<file path="src/rtl/fpadd_share_sched.sv">
// Round-robin scheduler sharing one FP adder between two requesters.
// One op in flight: accept -> wait ADD_LAT cycles -> hold result until taken.
module fpadd_share_sched #(
  parameter int W       = 32,
  parameter int ADD_LAT = 1
) (
  input  logic         clk,
  input  logic         rst_n,
  input  logic         req0_valid,
  output logic         req0_ready,
  input  logic [W-1:0] req0_a,
  input  logic [W-1:0] req0_b,
  output logic         rsp0_valid,
  input  logic         rsp0_ready,
  input  logic         req1_valid,
  output logic         req1_ready,
  input  logic [W-1:0] req1_a,
  input  logic [W-1:0] req1_b,
  output logic         rsp1_valid,
  input  logic         rsp1_ready,
  output logic [W-1:0] rsp_res,
  output logic [W-1:0] add_a,
  output logic [W-1:0] add_b,
  input  logic [W-1:0] add_res,
  output logic         busy
);
  localparam int CW = $clog2(ADD_LAT + 1);

  generate
    if (ADD_LAT < 1) begin : g_lat_chk
      $error("fpadd_share_sched: ADD_LAT must be >= 1");
    end
  endgenerate

  typedef enum logic [1:0] {IDLE, WAIT, RESP} state_t;

  state_t              state, state_nxt;
  logic                owner, last_grant, grant, accept, rsp_take;
  logic [CW-1:0]       cnt;
  logic [1:0]          req_vld;
  logic [1:0][W-1:0]   req_a, req_b;

  assign req_vld = {req1_valid, req0_valid};
  assign req_a   = {req1_a, req0_a};
  assign req_b   = {req1_b, req0_b};

  // On a tie the requester that did not win last time goes next.
  assign grant    = (&req_vld) ? ~last_grant : req_vld[1];
  assign accept   = (state == IDLE) && (|req_vld);
  assign rsp_take = owner ? rsp1_ready : rsp0_ready;

  assign req0_ready = (state == IDLE) && !grant && req0_valid;
  assign req1_ready = (state == IDLE) &&  grant && req1_valid;
  assign rsp0_valid = (state == RESP) && !owner;
  assign rsp1_valid = (state == RESP) &&  owner;
  assign busy       = (state != IDLE);

  always_comb begin
    state_nxt = state;
    case (state)
      IDLE:    if (accept) state_nxt = WAIT;
      WAIT:    if (cnt == CW'(1)) state_nxt = RESP;
      RESP:    if (rsp_take) state_nxt = IDLE;
      default: state_nxt = IDLE;
    endcase
  end

  always_ff @(posedge clk) begin
    if (!rst_n) begin
      state      <= IDLE;
      add_a      <= '0;
      add_b      <= '0;
      rsp_res    <= '0;
      cnt        <= '0;
      owner      <= 1'b0;
      last_grant <= 1'b1;
    end else begin
      state <= state_nxt;
      if (accept) begin
        add_a      <= req_a[grant];
        add_b      <= req_b[grant];
        owner      <= grant;
        last_grant <= grant;
        cnt        <= CW'(ADD_LAT);
      end
      if (state == WAIT) begin
        cnt <= cnt - CW'(1);
        if (cnt == CW'(1)) rsp_res <= add_res;
      end
    end
  end
endmodule

</file>
<file path="config.mk">
export PLATFORM = sky130hd
export DESIGN_NAME = fpadd_share_sched
export DESIGN_NICKNAME = d
export VERILOG_FILES = /design/src/rtl/fpadd_share_sched.sv
export SDC_FILE = /design/constraint.sdc
export NUM_CORES = 1
export LEC_CHECK = 0
export ABC_CLOCK_PERIOD_IN_PS = 1440
export CORE_MARGIN = 8
export CORE_UTILIZATION = 38
export DETAILED_ROUTE_END_ITERATION = 16
export PLACE_DENSITY = 0.8
export RECOVER_POWER = 100
export SLEW_MARGIN = 5
export SYNTH_ARGS = -nofsm -noshare
export SYNTH_HDL_FRONTEND = slang
export SYNTH_SLANG_ARGS = --single-unit
</file>
<file path="constraint.sdc">
create_clock -name clk -period 1.44 [get_ports clk]
set_clock_uncertainty 0.05 [all_clocks]
set_input_delay 0.216 -clock clk [delete_from_list [all_inputs] [get_ports clk]]
set_output_delay 0.216 -clock clk [all_outputs]
set_load 0.01 [all_outputs]
</file>
==> impl_metrics.json <==
{
  "cts.sinks": 101,
  "ys.flop_type": "dfxtp_1",
  "final_hold_viol_count": 0,
  "worstHoldStart": "add_res[12]",
  "final_util_pct": 76.5,
  "grtUsageTotal_pct": 24.2,
  "drtPass1Iterations": 7,
  "fill_cells": 775,
  "fin_crit_ns": 1.56,
  "layout_worst_path_cycle_share_pct": 108,
  "fmax_mhz": 642,
  "overflow": 0,
  "powerDensity_mw_per_mm2": 1010,
  "worst-setup-path-type": "reg -> out",
  "power_frac_comb_pct": 37.0,
  "busiest_layer": "met2",
  "initial_utilization_pct": 38.7,
  "syn_inst": 534,
  "p_switching_mw": 2.94,
  "vias": 5444,
  "globalRouteMet2Util_pct": 41.1,
  "viasPerCell": 5.56,
  "place_congestion": 0.797,
  "syn_to_final_growth_pct": 97.8,
  "drv_slew": 0,
  "synthArstFlopShare_pct": 0,
  "reg2reg_slack_ns": -0.11,
  "cp_max_fo": 2,
  "synth_area_per_cell_um2": 8.66,
  "status": "finished, violations left",
  "finalSetupViolCount": 67,
  "syn_nets": 700,
  "wl_per_cell_um": 23.1,
  "worstReg2RegEnd": "add_a[2]",
  "ant_nets": 0,
  "pwr-share-seq_pct": 35.4,
  "p_leak_nw": 3.95,
  "gr-usage-met3_pct": 7.25,
  "antenna_found_initial": 0,
  "slew_headroom_pct": 78.5,
  "pin_count": 267,
  "synth_edf_count": 0,
  "grt_pass1_vias": 5343,
  "cp.arrival_ns": 1.29,
  "dpl_cell_area_mm2": 0.00755,
  "hold_class": "in -> reg",
  "drt-total-wl_um": 22600,
  "root_buffer": "clkbuf_16",
  "cp-end-kind": "output port",
  "ys_ff_latch": 101,
  "cell_internal_pwr_mw": 6.29,
  "die_area_mm2": 0.0160,
  "setup_tns_ns": -3.33,
  "setup_ws_ns": -0.118,
  "swShare_pct": 31.8,
  "ys_types": 30,
  "cts_tree": "done",
  "cts_hold_buf": 0,
  "num_antenna_cells": 0,
  "ff2ff_path_depth": 7,
  "final_cell_area_mm2": 0.00915,
  "dieWidth_um": 126,
  "drt_iter0_markers": 334,
  "drc": 0,
  "ys_warn_count": 0,
  "reg2reg_from": "last_grant",
  "holdPathStages": 3,
  "drive_above_1_share_pct": 32.7,
  "dp_hpwl_um": 12900,
  "clk_latency_ns": 0.34,
  "grt_max_degree": 36,
  "synth_seq_area_share_pct": 43.7,
  "rows": 40,
  "grt.met1_usage_pct": 28.4,
  "die_y_um": 126,
  "power.total_mw": 9.23,
  "numCtsBuffers": 9,
  "synth_area_mm2": 0.00463,
  "min_to": "rsp_res[12]",
  "core_mm2": 0.0120,
  "vdd_drop_max_mv": 0.577,
  "rsz0062_at_grt": "true",
  "critPathLaunchType": "register",
  "critical_path_required_ns": 1.17,
  "p_clk_share_pct": 27.6,
  "portBuffers": 266,
  "cts.path.max_buffers": 2,
  "drv_cap": 0,
  "ctsHtreeMaxLevel": 3,
  "worst_pin_slew_ns": 0.315,
  "path_clk_slew_ns": 0.07,
  "grt_pass1_wl_um": 30600,
  "violations": "negative setup slack",
  "nNetsFinal": 993
}
==> worst max-delay path by stage <==
stage	slack, ns	cells past startpoint	to	from
after floorplan	0.12	5	add_b[10]	last_grant
after global placement	-0.66	4	req0_ready	req0_valid
after detailed placement	-0.64	4	req0_ready	req0_valid
after CTS	-0.14	3	req0_ready	state[1]
after global routing	-0.15	3	req0_ready	state[1]
final	-0.12	3	req0_ready	state[1]
==> per-stage QoR <==
stage | setup slack (ns) | cells | hold WS (ns)
6_report | -0.118 | 979 | 0.380
5_1_grt | -0.152 | 979 | 0.381
4_1_cts | -0.144 | 963 | 0.366
3_5_place_dp | -0.642 | 922 | 0.399
3_3_place_gp | -0.660 | 922 | 0.389
2_1_floorplan | 0.117 | 534 | 0.255
==> critical path, cell delays in order, from the launching register on <==
cell and delay, ns:
dfxtp_2 0.33, or3b_4 0.40, nor2_2 0.09, buf_2 0.14
==> cell families after synthesis <==
family,Yosys count,share of synthesized area [%]
buffers and inverters,56,6.35
muxes,1,0.216
AOI/OAI and AO/OA,168,31.9
and+or+nand+nor,208,17.8
DFF,101,43.7
==> state kept, by name, summed over array words and instances (netlist names) <==
signal	cells
cnt	1
last_grant	1
owner	1
add_b	32
state	2
rsp_res	32
add_a	32
==> cell usage after synthesis (2+ instances only) <==
cell type	n	area (um^2)
nand3b_1	2	15.0
a311oi_1	4	35.0
nand2_1	194	728
and3b_1	2	17.5
nor2_1	3	11.3
buf_4	3	22.5
buf_6	7	78.8
buf_1	2	7.51
buf_2	16	80.1
a21oi_1	97	485
dfxtp_1	101	2020
a311oi_2	60	901
clkbuf_1	26	97.6
==> power by group through the flow <==
stage | clock network [mW] | logic (mW) | registers [mW]
6_report | 2.54 | 3.41 | 3.27
5_1_grt | 2.67 | 3.58 | 3.30
4_1_cts | 2.54 | 2.95 | 3.25
3_5_place_dp | 0 | 2.63 | 3.31
3_3_place_gp | 0 | 2.57 | 3.30
2_1_floorplan | 0 | 1.11 | 3.44
==> per-layer routing <==
layer	routed length [um]	up-vias
met5	0	-
met1	9050	2652
li1	-	2483
met3	1750	31
met4	392	0
met2	11400	278
==> cell type report <==
type                            count  area, um^2  share of cell area [%]
Multi-Input combinational cell    378        2940                    32.1
Inverter                            2        10.0                   0.109
Clock buffer                       10         239                    2.61
Timing Repair Buffer              335        3690                    40.3
Tap cell                          147         184                    2.01
Clock inverter                      6        68.8                   0.752
Sequential cell                   101        2030                    22.1
==> cells in the final DEF (no fill, tap or decap), types with 2 or more instances in the layout <==
master,instances
nand2_4,46
a21oi_4,4
buf_6,20
buf_4,11
a21oi_1,64
buf_8,4
buf_2,4
dfxtp_1,98
inv_6,2
dlygate4sd2_1,98
and2_4,2
clkdlybuf4s50_1,163
a21oi_2,29
clkbuf_16,15
buf_16,11
nand3b_1,2
nand2_2,26
buf_12,18
a311oi_1,2
nor2_4,2
dfxtp_2,3
nand2_1,122
a311oi_2,62
==> repair_timing <==
item | 4_1_cts | 5_1_grt
endpoints found under the hold margin | 0 | 0
pin swaps | 56 | 84
gates resized for setup | 196 | 153
setup endpoints to repair | 168 | 90
setup buffers | 13 | 11
gates cloned | 14 | 9
No activity file was read; power rests on OpenSTA's default activity.
